## src/rtl/float_pkg.sv

```systemverilog
// Shared binary32 field constants, FSM state type and field-extract helpers
// for the floating-point divider datapath.
package float_pkg;

  localparam int EXP_W = 8;
  localparam int MAN_W = 23;
  localparam int BIAS  = 127;
  localparam logic [EXP_W-1:0] EXP_MAX = 8'd255;
  localparam logic [31:0] QNAN    = 32'h7FC0_0000;
  localparam logic [31:0] POS_INF = 32'h7F80_0000;

  // Quotient bits: hidden, 23 fraction, guard, plus one for the <1.0 case.
  localparam int Q_W   = MAN_W + 3;
  localparam int CNT_W = $clog2(Q_W + 1);

  typedef enum logic [1:0] {IDLE, DIVIDE, NORM, SPECIAL} state_t;

  function automatic logic f_sign(input logic [31:0] x);
    return x[31];
  endfunction

  function automatic logic [EXP_W-1:0] f_exp(input logic [31:0] x);
    return x[30:23];
  endfunction

  function automatic logic [MAN_W-1:0] f_frac(input logic [31:0] x);
    return x[22:0];
  endfunction

endpackage

```

## src/rtl/float_div_mant_div.sv

```systemverilog
// mant_div: radix-2 restoring divider core for 24-bit significands, one
// quotient bit per clock, MSB first, Q_W bits per operation.
module mant_div
  import float_pkg::*;
(
  input  logic             clk,
  input  logic             rst,
  input  logic             load,
  input  logic [MAN_W:0]   dividend,
  input  logic [MAN_W:0]   divisor,
  output logic [Q_W-1:0]   q,
  output logic             rem_nz,
  output logic             step_done
);

  // Partial remainder stays below 2*divisor, so it needs one bit more.
  logic [MAN_W+1:0] rem;
  logic [MAN_W:0]   dvsr;
  logic [CNT_W-1:0] count;
  logic             ge;
  logic [MAN_W:0]   diff;
  logic [MAN_W:0]   r_next;

  always_comb begin
    ge     = rem >= {1'b0, dvsr};
    diff   = rem[MAN_W:0] - dvsr;
    r_next = ge ? diff : rem[MAN_W:0];
  end

  // NOTE: state registers use non-blocking assignments so every register
  // samples pre-edge values; blocking here would chain steps within one edge.
  always_ff @(posedge clk or posedge rst) begin
    if (rst) begin
      rem   <= '0;
      dvsr  <= '0;
      q     <= '0;
      count <= CNT_W'(Q_W);
    end else if (load) begin
      rem   <= {1'b0, dividend};
      dvsr  <= divisor;
      q     <= '0;
      count <= '0;
    end else if (count != CNT_W'(Q_W)) begin
      q     <= {q[Q_W-2:0], ge};
      rem   <= {r_next, 1'b0};
      count <= count + 1'b1;
    end
  end

  assign rem_nz = |rem;
  // High during the cycle whose closing edge performs the final step.
  assign step_done = (count == CNT_W'(Q_W - 1));

endmodule

```

## src/rtl/float_div.sv

```systemverilog
// float_div: sequential binary32 divider with start/done handshake.
// Define FLOAT_DIV_RNE_EN for round-to-nearest-even; otherwise truncates.
module float_div
  import float_pkg::*;
#(
  parameter int XLEN = 32  // only 32 is supported
) (
  input  logic            clk,
  input  logic            rst,
  input  logic            start,
  input  logic [XLEN-1:0] a,
  input  logic [XLEN-1:0] b,
  output logic            busy,
  output logic            done,
  output logic [XLEN-1:0] result,
  output logic            div_by_zero
);

`ifdef FLOAT_DIV_RNE_EN
  localparam bit RNE = 1'b1;
`else
  localparam bit RNE = 1'b0;
`endif

  state_t           state;
  logic             sign_r;
  logic [EXP_W-1:0] ea_r;
  logic [EXP_W-1:0] eb_r;

  logic             special_in;
  logic             load;
  logic [Q_W-1:0]   q;
  logic             rem_nz;
  logic             step_done;

  logic [31:0]       spec_res;
  logic              spec_dbz;
  logic signed [9:0] e_base;
  logic signed [9:0] e_adj;
  logic signed [9:0] e_rnd;
  logic [MAN_W-1:0]  frac;
  logic              guard;
  logic              sticky;
  logic              round_up;
  logic [MAN_W:0]    frac_sum;
  logic [31:0]       norm_res;

  assign special_in = (f_exp(a) == EXP_MAX) || (f_exp(b) == EXP_MAX) ||
                      (f_exp(a) == '0)      || (f_exp(b) == '0);
  assign load = (state == IDLE) && start && !special_in;

  mant_div u_mant_div (
    .clk       (clk),
    .rst       (rst),
    .load      (load),
    .dividend  ({1'b1, f_frac(a)}),
    .divisor   ({1'b1, f_frac(b)}),
    .q         (q),
    .rem_nz    (rem_nz),
    .step_done (step_done)
  );

  // NOTE: every output of a combinational block gets a default first so
  // no path leaves it unassigned and infers a latch.
  always_comb begin
    spec_res = {sign_r, 31'b0};
    spec_dbz = 1'b0;
    if (ea_r == EXP_MAX || eb_r == EXP_MAX) begin
      spec_res = QNAN;
    end else if (eb_r == '0) begin
      spec_res = {sign_r, POS_INF[30:0]};
      spec_dbz = 1'b1;
    end
  end

  // Quotient in [0.5, 2): q[Q_W-1] tells which binade it landed in.
  always_comb begin
    e_base = $signed({2'b00, ea_r}) - $signed({2'b00, eb_r}) + 10'(BIAS);
    if (q[Q_W-1]) begin
      e_adj  = e_base;
      frac   = q[Q_W-2:2];
      guard  = q[1];
      sticky = q[0] | rem_nz;
    end else begin
      e_adj  = e_base - 10'sd1;
      frac   = q[Q_W-3:1];
      guard  = q[0];
      sticky = rem_nz;
    end
    round_up = RNE & guard & (sticky | frac[0]);
    frac_sum = {1'b0, frac} + {{MAN_W{1'b0}}, round_up};
    e_rnd    = e_adj + 10'(frac_sum[MAN_W]);

    if (e_rnd >= $signed({2'b00, EXP_MAX})) begin
      norm_res = {sign_r, POS_INF[30:0]};
    end else if (e_rnd <= 10'sd0) begin
      norm_res = {sign_r, 31'b0};
    end else begin
      norm_res = {sign_r, e_rnd[EXP_W-1:0], frac_sum[MAN_W-1:0]};
    end
  end

  always_ff @(posedge clk or posedge rst) begin
    if (rst) begin
      state       <= IDLE;
      busy        <= 1'b0;
      done        <= 1'b0;
      result      <= '0;
      div_by_zero <= 1'b0;
      sign_r      <= 1'b0;
      ea_r        <= '0;
      eb_r        <= '0;
    end else begin
      done <= 1'b0;
      unique case (state)
        IDLE: begin
          if (start) begin
            sign_r <= f_sign(a) ^ f_sign(b);
            ea_r   <= f_exp(a);
            eb_r   <= f_exp(b);
            busy   <= 1'b1;
            state  <= special_in ? SPECIAL : DIVIDE;
          end
        end
        DIVIDE: begin
          if (step_done) state <= NORM;
        end
        NORM: begin
          result      <= norm_res;
          div_by_zero <= 1'b0;
          done        <= 1'b1;
          busy        <= 1'b0;
          state       <= IDLE;
        end
        SPECIAL: begin
          result      <= spec_res;
          div_by_zero <= spec_dbz;
          done        <= 1'b1;
          busy        <= 1'b0;
          state       <= IDLE;
        end
        default: state <= IDLE;
      endcase
    end
  end

endmodule

```

## config.mk

```make
export PLATFORM = sky130hd
export DESIGN_NAME = float_div
export DESIGN_NICKNAME = d
export VERILOG_FILES = /design/src/rtl/float_pkg.sv /design/src/rtl/float_div_mant_div.sv /design/src/rtl/float_div.sv
export SDC_FILE = /design/constraint.sdc
export NUM_CORES = 1
export LEC_CHECK = 0
export CAP_MARGIN = 20
export CORE_AREA = 4 4 188 190
export CTS_CLUSTER_DIAMETER = 150
export DETAILED_ROUTE_END_ITERATION = 8
export DIE_AREA = 0 0 192 194
export PLACE_DENSITY = 0.53
export SYNTH_ARGS = -nofsm -noshare
export SYNTH_HDL_FRONTEND = slang
export SYNTH_HIERARCHICAL = 1
export SYNTH_SLANG_ARGS = --single-unit
```

## constraint.sdc

```tcl
create_clock -name clk -period 6.3 [get_ports clk]
set_input_delay 0.63 -clock clk [delete_from_list [all_inputs] [get_ports clk]]
set_output_delay 0.63 -clock clk [all_outputs]
set_load 0.02 [all_outputs]
```

==> results of run 1 <==
-- through the flow --
| step | area, µm² | setup slack [ns] | cells | hold slack [ns] | power, mW |
|---|---|---|---|---|---|
| after global routing | 10200 | 1.37 | 1431 | 0.500 | 7.08 |
| after detailed placement | 9650 | 1.67 | 1401 | 0.473 | 5.50 |
| after global placement | 9650 | 1.75 | 1401 | 0.464 | 5.43 |
| after CTS | 10200 | 1.64 | 1431 | 0.487 | 6.54 |
| after floorplan | 8240 | 2.61 | 885 | 0.485 | 4.65 |
| final | 10200 | 1.65 | 1431 | 0.486 | 6.49 |
-- worst max-delay path by stage --
stage,startpoint,end,slack [ns],cells past startpoint
after floorplan,ea_r[0],result[10],2.61,15
after global placement,ea_r[0],result[18],1.75,14
after detailed placement,ea_r[0],result[14],1.67,14
after CTS,ea_r[0],result[15],1.64,14
after global routing,ea_r[0],result[15],1.37,14
final,ea_r[0],result[15],1.65,14
-- routing by layer --
metal	GRT usage	up-vias	share of wire
met5	0	-	0
met4	0.0346	0	0.013
met3	0.0288	19	0.045
met2	0.186	128	0.45
met1	0.158	3184	0.49
li1	-	3342	-
-- cell type report --
cell class / instances / area share
Clock inverter: 12 / 0.0129
Tap cell: 448 / 0.0548
Timing Repair Buffer: 111 / 0.106
Multi-Input combinational cell: 649 / 0.433
Sequential cell: 134 / 0.328
Clock buffer: 18 / 0.0430
Inverter: 59 / 0.0218
-- layout by cell type (no fill, tap or decap), drive strengths merged, types with 5 or more instances in the layout --
master,instances
a211oi,7
a21boi,6
a21o,13
a21oi,79
a221oi,7
a31oi,8
and2,5
and3,5
buf,10
clkbuf,18
clkdlybuf4s50,101
clkinv,7
dfrtp,131
ha,37
inv,58
mux2,13
mux2i,36
nand2,112
nand3,10
nand4,11
nor2,67
nor2b,10
nor3,13
nor4,9
o211ai,5
o21a,6
o21ai,59
o221ai,8
o22ai,5
o2bb2ai,23
xnor2,19
xor2,15
-- flip-flops by register name, summed over array words and instances (netlist names), 2 cells and up --
| register | count |
|---|---|
| result | 32 |
| u_mant_div/q | 26 |
| u_mant_div/rem | 25 |
| u_mant_div/dvsr | 24 |
| ea_r | 8 |
| eb_r | 8 |
| u_mant_div/count | 5 |
| state | 2 |
-- power by group --
part           internal (mW)  leakage (nW)  switching (mW)
combinational           1.72          2.34            2.27
clock                  0.588         0.270           0.400
sequential              1.25          1.66           0.269
==> impl_metrics.json, run 1 <==
{
  "status": "finished clean",
  "clock_skew_ns": 0.00869,
  "clock-sinks": 134,
  "whs_path_depth": 1,
  "io_pins": 102,
  "cp-start-kind": "register",
  "cp_data_required_time_ns": 6.61,
  "vias_per_cell": 4.66,
  "nets": 1078,
  "clock_path_buffers": 2,
  "htree_num_levels": 4,
  "hp-class": "reg2reg",
  "postLayoutCoreUtil": 0.306,
  "r2r_slack_ns": 1.65,
  "power_density_mw_per_mm2": 635,
  "cp_common_cell": "inv_1",
  "critPathMaxFanout": 14,
  "hold_viol": 0,
  "via_count": 6673,
  "peakVddDrop_mv": 0.259,
  "grt_pass1_wl_um": 35600,
  "diodes": 0,
  "post_cts_buffers": 0,
  "cp.arrival_ns": 4.96,
  "period_share": 0.737,
  "wirelength_um": 21700,
  "max_stage_delay_ns": 0.70,
  "numPortBuffers": 101,
  "p_leak_nw": 4.27,
  "die-area_mm2": 0.0372,
  "cp_slowest_cell": "or3b_1",
  "cts_root_buffer": "clkbuf_16",
  "chipHeight_um": 194,
  "fill_cells": 3493,
  "path_cells": "inv_1 -> ha_1 -> inv_1 -> fa_1 -> xnor2_1 -> o211a_1 -> o22ai_1 -> or4_1 -> a21oi_1 -> a31oi_1 -> o31ai_2 -> or3b_1 -> buf_4 -> o2bb2ai_2",
  "worst_hold_startpoint": "busy",
  "max_slew_margin": 0.352,
  "holdPathEnd": "busy",
  "clock_latency_ns": 0.43,
  "antenna_found_initial": 0,
  "postCtsResizedCells": 0,
  "first_iter_violations": 291,
  "die_w_um": 192,
  "syn2layout_area_growth_pct": 24.1,
  "setup.worst_path.end_class": "register",
  "grt_overflow": 0,
  "critical_path_class": "reg2reg",
  "route.detailed.drc": 0,
  "setup_viol_count_final": 0,
  "cap_violations": 0,
  "dr.pass1.iters": 4,
  "clk_pin_slew_ns": 0.06,
  "gp_congestion": 0.810,
  "crit_family": "compound AO/OA/AOI/OAI gates",
  "r2r-end": "result[15]",
  "grt_max_degree": 96,
  "postRouteAntennaNets": 0,
  "synthCells": 884,
  "finalCriticalPeriod_ns": 4.65,
  "cts.hold.buffers_added": 0,
  "yosysWarningCount": 6,
  "drive_above_1_share": 0.0966,
  "track_usage": 0.117,
  "rows": 67,
  "timing.setup.tns_ns": 0,
  "wl_per_cell_um": 15.2,
  "core_mm2": 0.0334,
  "tightest_slew_ns": 0.972,
  "syn_area_mm2": 0.00824,
  "cts_tree": "yes",
  "timing.critical_path.buf_inv": 3,
  "grt_pass1_vias": 6785,
  "numCtsBuffers": 17,
  "seqCellArea_mm2": 0.00336,
  "max_freq_mhz": 215,
  "rr_worst_depth": 14,
  "drv_slew": 0,
  "start_util": 0.246,
  "multi_input_area_mm2": 0.00443,
  "syn_area_per_cell_um2": 9.32,
  "rr_startpoint": "ea_r[0]",
  "dp_hpwl_um": 15400,
  "grt_setup_unrepaired": "no"
}
(Power assumes the default switching activity.)
==> run 2: changes to the inputs <==
==> constraint.sdc (replaced) <==
create_clock -name clk -period 4.9 [get_ports clk]
set_input_delay 0.49 -clock clk [delete_from_list [all_inputs] [get_ports clk]]
set_output_delay 0.49 -clock clk [all_outputs]
set_load 0.02 [all_outputs]
==> impl_metrics.json, run 2 (synthesis results as in run 1) <==
{
  "period_share": 0.865,
  "drv_slew": 0,
  "max_stage_delay_ns": 0.48,
  "nets": 1081,
  "crit_cells": 14,
  "peakVddDrop_mv": 0.315,
  "path_cells": "inv_1 -> ha_1 -> inv_1 -> fa_1 -> xnor2_1 -> nand2_1 -> or4_4 -> o32a_4 -> xor2_1 -> a2111o_1 -> o41a_1 -> or3b_1 -> buf_4 -> o21ai_0",
  "critical_path_class": "reg2reg",
  "grt_max_degree": 62,
  "cts_root_buffer": "clkbuf_16",
  "cts.hold.buffers_added": 0,
  "numCtsBuffers": 17,
  "cp_data_required_time_ns": 5.20,
  "status": "finished clean",
  "clk_pin_slew_ns": 0.07,
  "start_util": 0.246,
  "die_w_um": 192,
  "power_density_mw_per_mm2": 814,
  "tightest_slew_ns": 0.911,
  "critPathMaxFanout": 23,
  "clock_path_buffers": 2,
  "timing.setup.tns_ns": 0,
  "timing.critical_path.buf_inv": 3,
  "core_mm2": 0.0334,
  "cts_tree": "yes",
  "cp.arrival_ns": 4.54,
  "clock-sinks": 134,
  "postCtsResizedCells": 0,
  "wirelength_um": 21500,
  "cap_violations": 0,
  "chipHeight_um": 194,
  "die-area_mm2": 0.0372,
  "grt_pass1_wl_um": 35200,
  "max_freq_mhz": 236,
  "io_pins": 102,
  "fill_cells": 3490,
  "rr_worst_depth": 14,
  "whs_path_depth": 1,
  "postRouteAntennaNets": 0,
  "crit_family": "compound AO/OA/AOI/OAI gates",
  "clock_skew_ns": 0.0130,
  "via_count": 6738,
  "gp_congestion": 0.796,
  "multi_input_area_mm2": 0.00443,
  "vias_per_cell": 4.69,
  "finalCriticalPeriod_ns": 4.24,
  "wl_per_cell_um": 14.9,
  "power_mw": 8.34,
  "diodes": 0,
  "cp_common_cell": "inv_1",
  "hold_viol": 0,
  "htree_num_levels": 4,
  "numPortBuffers": 101,
  "setup_viol_count_final": 0,
  "grt_pass1_vias": 6633,
  "drive_above_1_share": 0.101,
  "track_usage": 0.116,
  "clock_latency_ns": 0.44,
  "first_iter_violations": 360,
  "largest_register_ffs": 32,
  "dr.pass1.iters": 4,
  "max_slew_margin": 0.392,
  "cp_slowest_cell": "xnor2_1",
  "regMostFlops": "result",
  "grt_overflow": 0,
  "post_cts_buffers": 0,
  "hp-class": "reg2reg",
  "syn2layout_area_growth_pct": 24.4,
  "seqCellArea_mm2": 0.00336,
  "p_leak_nw": 4.29,
  "top_regs": "result (32), u_mant_div/q (26), u_mant_div/rem (25)",
  "cp-start-kind": "register",
  "final_common_cell": "dfrtp_1",
  "grt_setup_unrepaired": "no",
  "route.detailed.drc": 0,
  "setup.worst_path.end_class": "register",
  "antenna_found_initial": 0,
  "dp_hpwl_um": 15300,
  "layout_common_cells": "dfrtp_1 (131), nand2_1 (111), clkdlybuf4s50_1 (101)",
  "rows": 67
}
==> run 2: cell count changes in the layout (fill, tap and decap cells not counted), sizes merged <==
cell / before / now
inv: 58 / 68
clkinv: 7 / 3
buf: 10 / 13
bufinv: 2 / 0
clkbuf: 18 / 17
clkinvlp: 4 / 3
==> run 2: cell type report <==
class | instances | share of cell area
Tap cell | 448 | 0.0547
Inverter | 59 | 0.0217
Multi-Input combinational cell | 649 | 0.432
Clock buffer | 17 | 0.0415
Clock inverter | 15 | 0.0144
Sequential cell | 134 | 0.328
Timing Repair Buffer | 114 | 0.108
==> run 2: routing by layer <==
| layer | wire length [µm] | vias up | track usage |
|---|---|---|---|
| met2 | 9650 | 151 | 0.181 |
| li1 | - | 3350 | - |
| met4 | 315 | 0 | 0.0322 |
| met3 | 1160 | 20 | 0.0257 |
| met1 | 10300 | 3217 | 0.161 |
| met5 | 0 | - | 0 |
==> run 2: final timing paths <==
path                            startpoint                  end  slack, ns
worst max-delay path               ea_r[0]           result[22]       0.66
worst min-delay path                  busy                 busy       0.49
worst max register to register     ea_r[0]           result[22]       0.66
worst min register to register        busy                 busy       0.49
max in group asynchronous              rst    u_mant_div/rem[3]       3.35
min in group asynchronous              rst  u_mant_div/dvsr[23]       0.60
==> run 2: stage by stage <==
stage	instances	setup slack (ns)	instance area, µm²	hold slack [ns]	utilization
final	1436	0.663	10200	0.490	0.306
after global routing	1436	0.370	10200	0.519	0.306
after CTS	1436	0.676	10200	0.494	0.306
after detailed placement	1404	0.704	9670	0.477	0.289
after global placement	1404	0.807	9670	0.479	0.289
after floorplan	885	1.21	8240	0.485	-
==> run 2: power by group <==
group / switching, mW / internal, mW
Sequential: 0.351 / 1.60
Combinational: 2.91 / 2.21
Clock: 0.596 / 0.678
==> run 3: changes to the inputs <==
--- a/config.mk
+++ b/config.mk
@@ -11,6 +11,7 @@
 export DETAILED_ROUTE_END_ITERATION = 8
 export DIE_AREA = 0 0 192 194
 export PLACE_DENSITY = 0.53
+export SLEW_MARGIN = 10
 export SYNTH_ARGS = -nofsm -noshare
 export SYNTH_HDL_FRONTEND = slang
 export SYNTH_HIERARCHICAL = 1
==> results of run 3 <==
The final DEF is identical to that of run 2; final timing and power are the same.
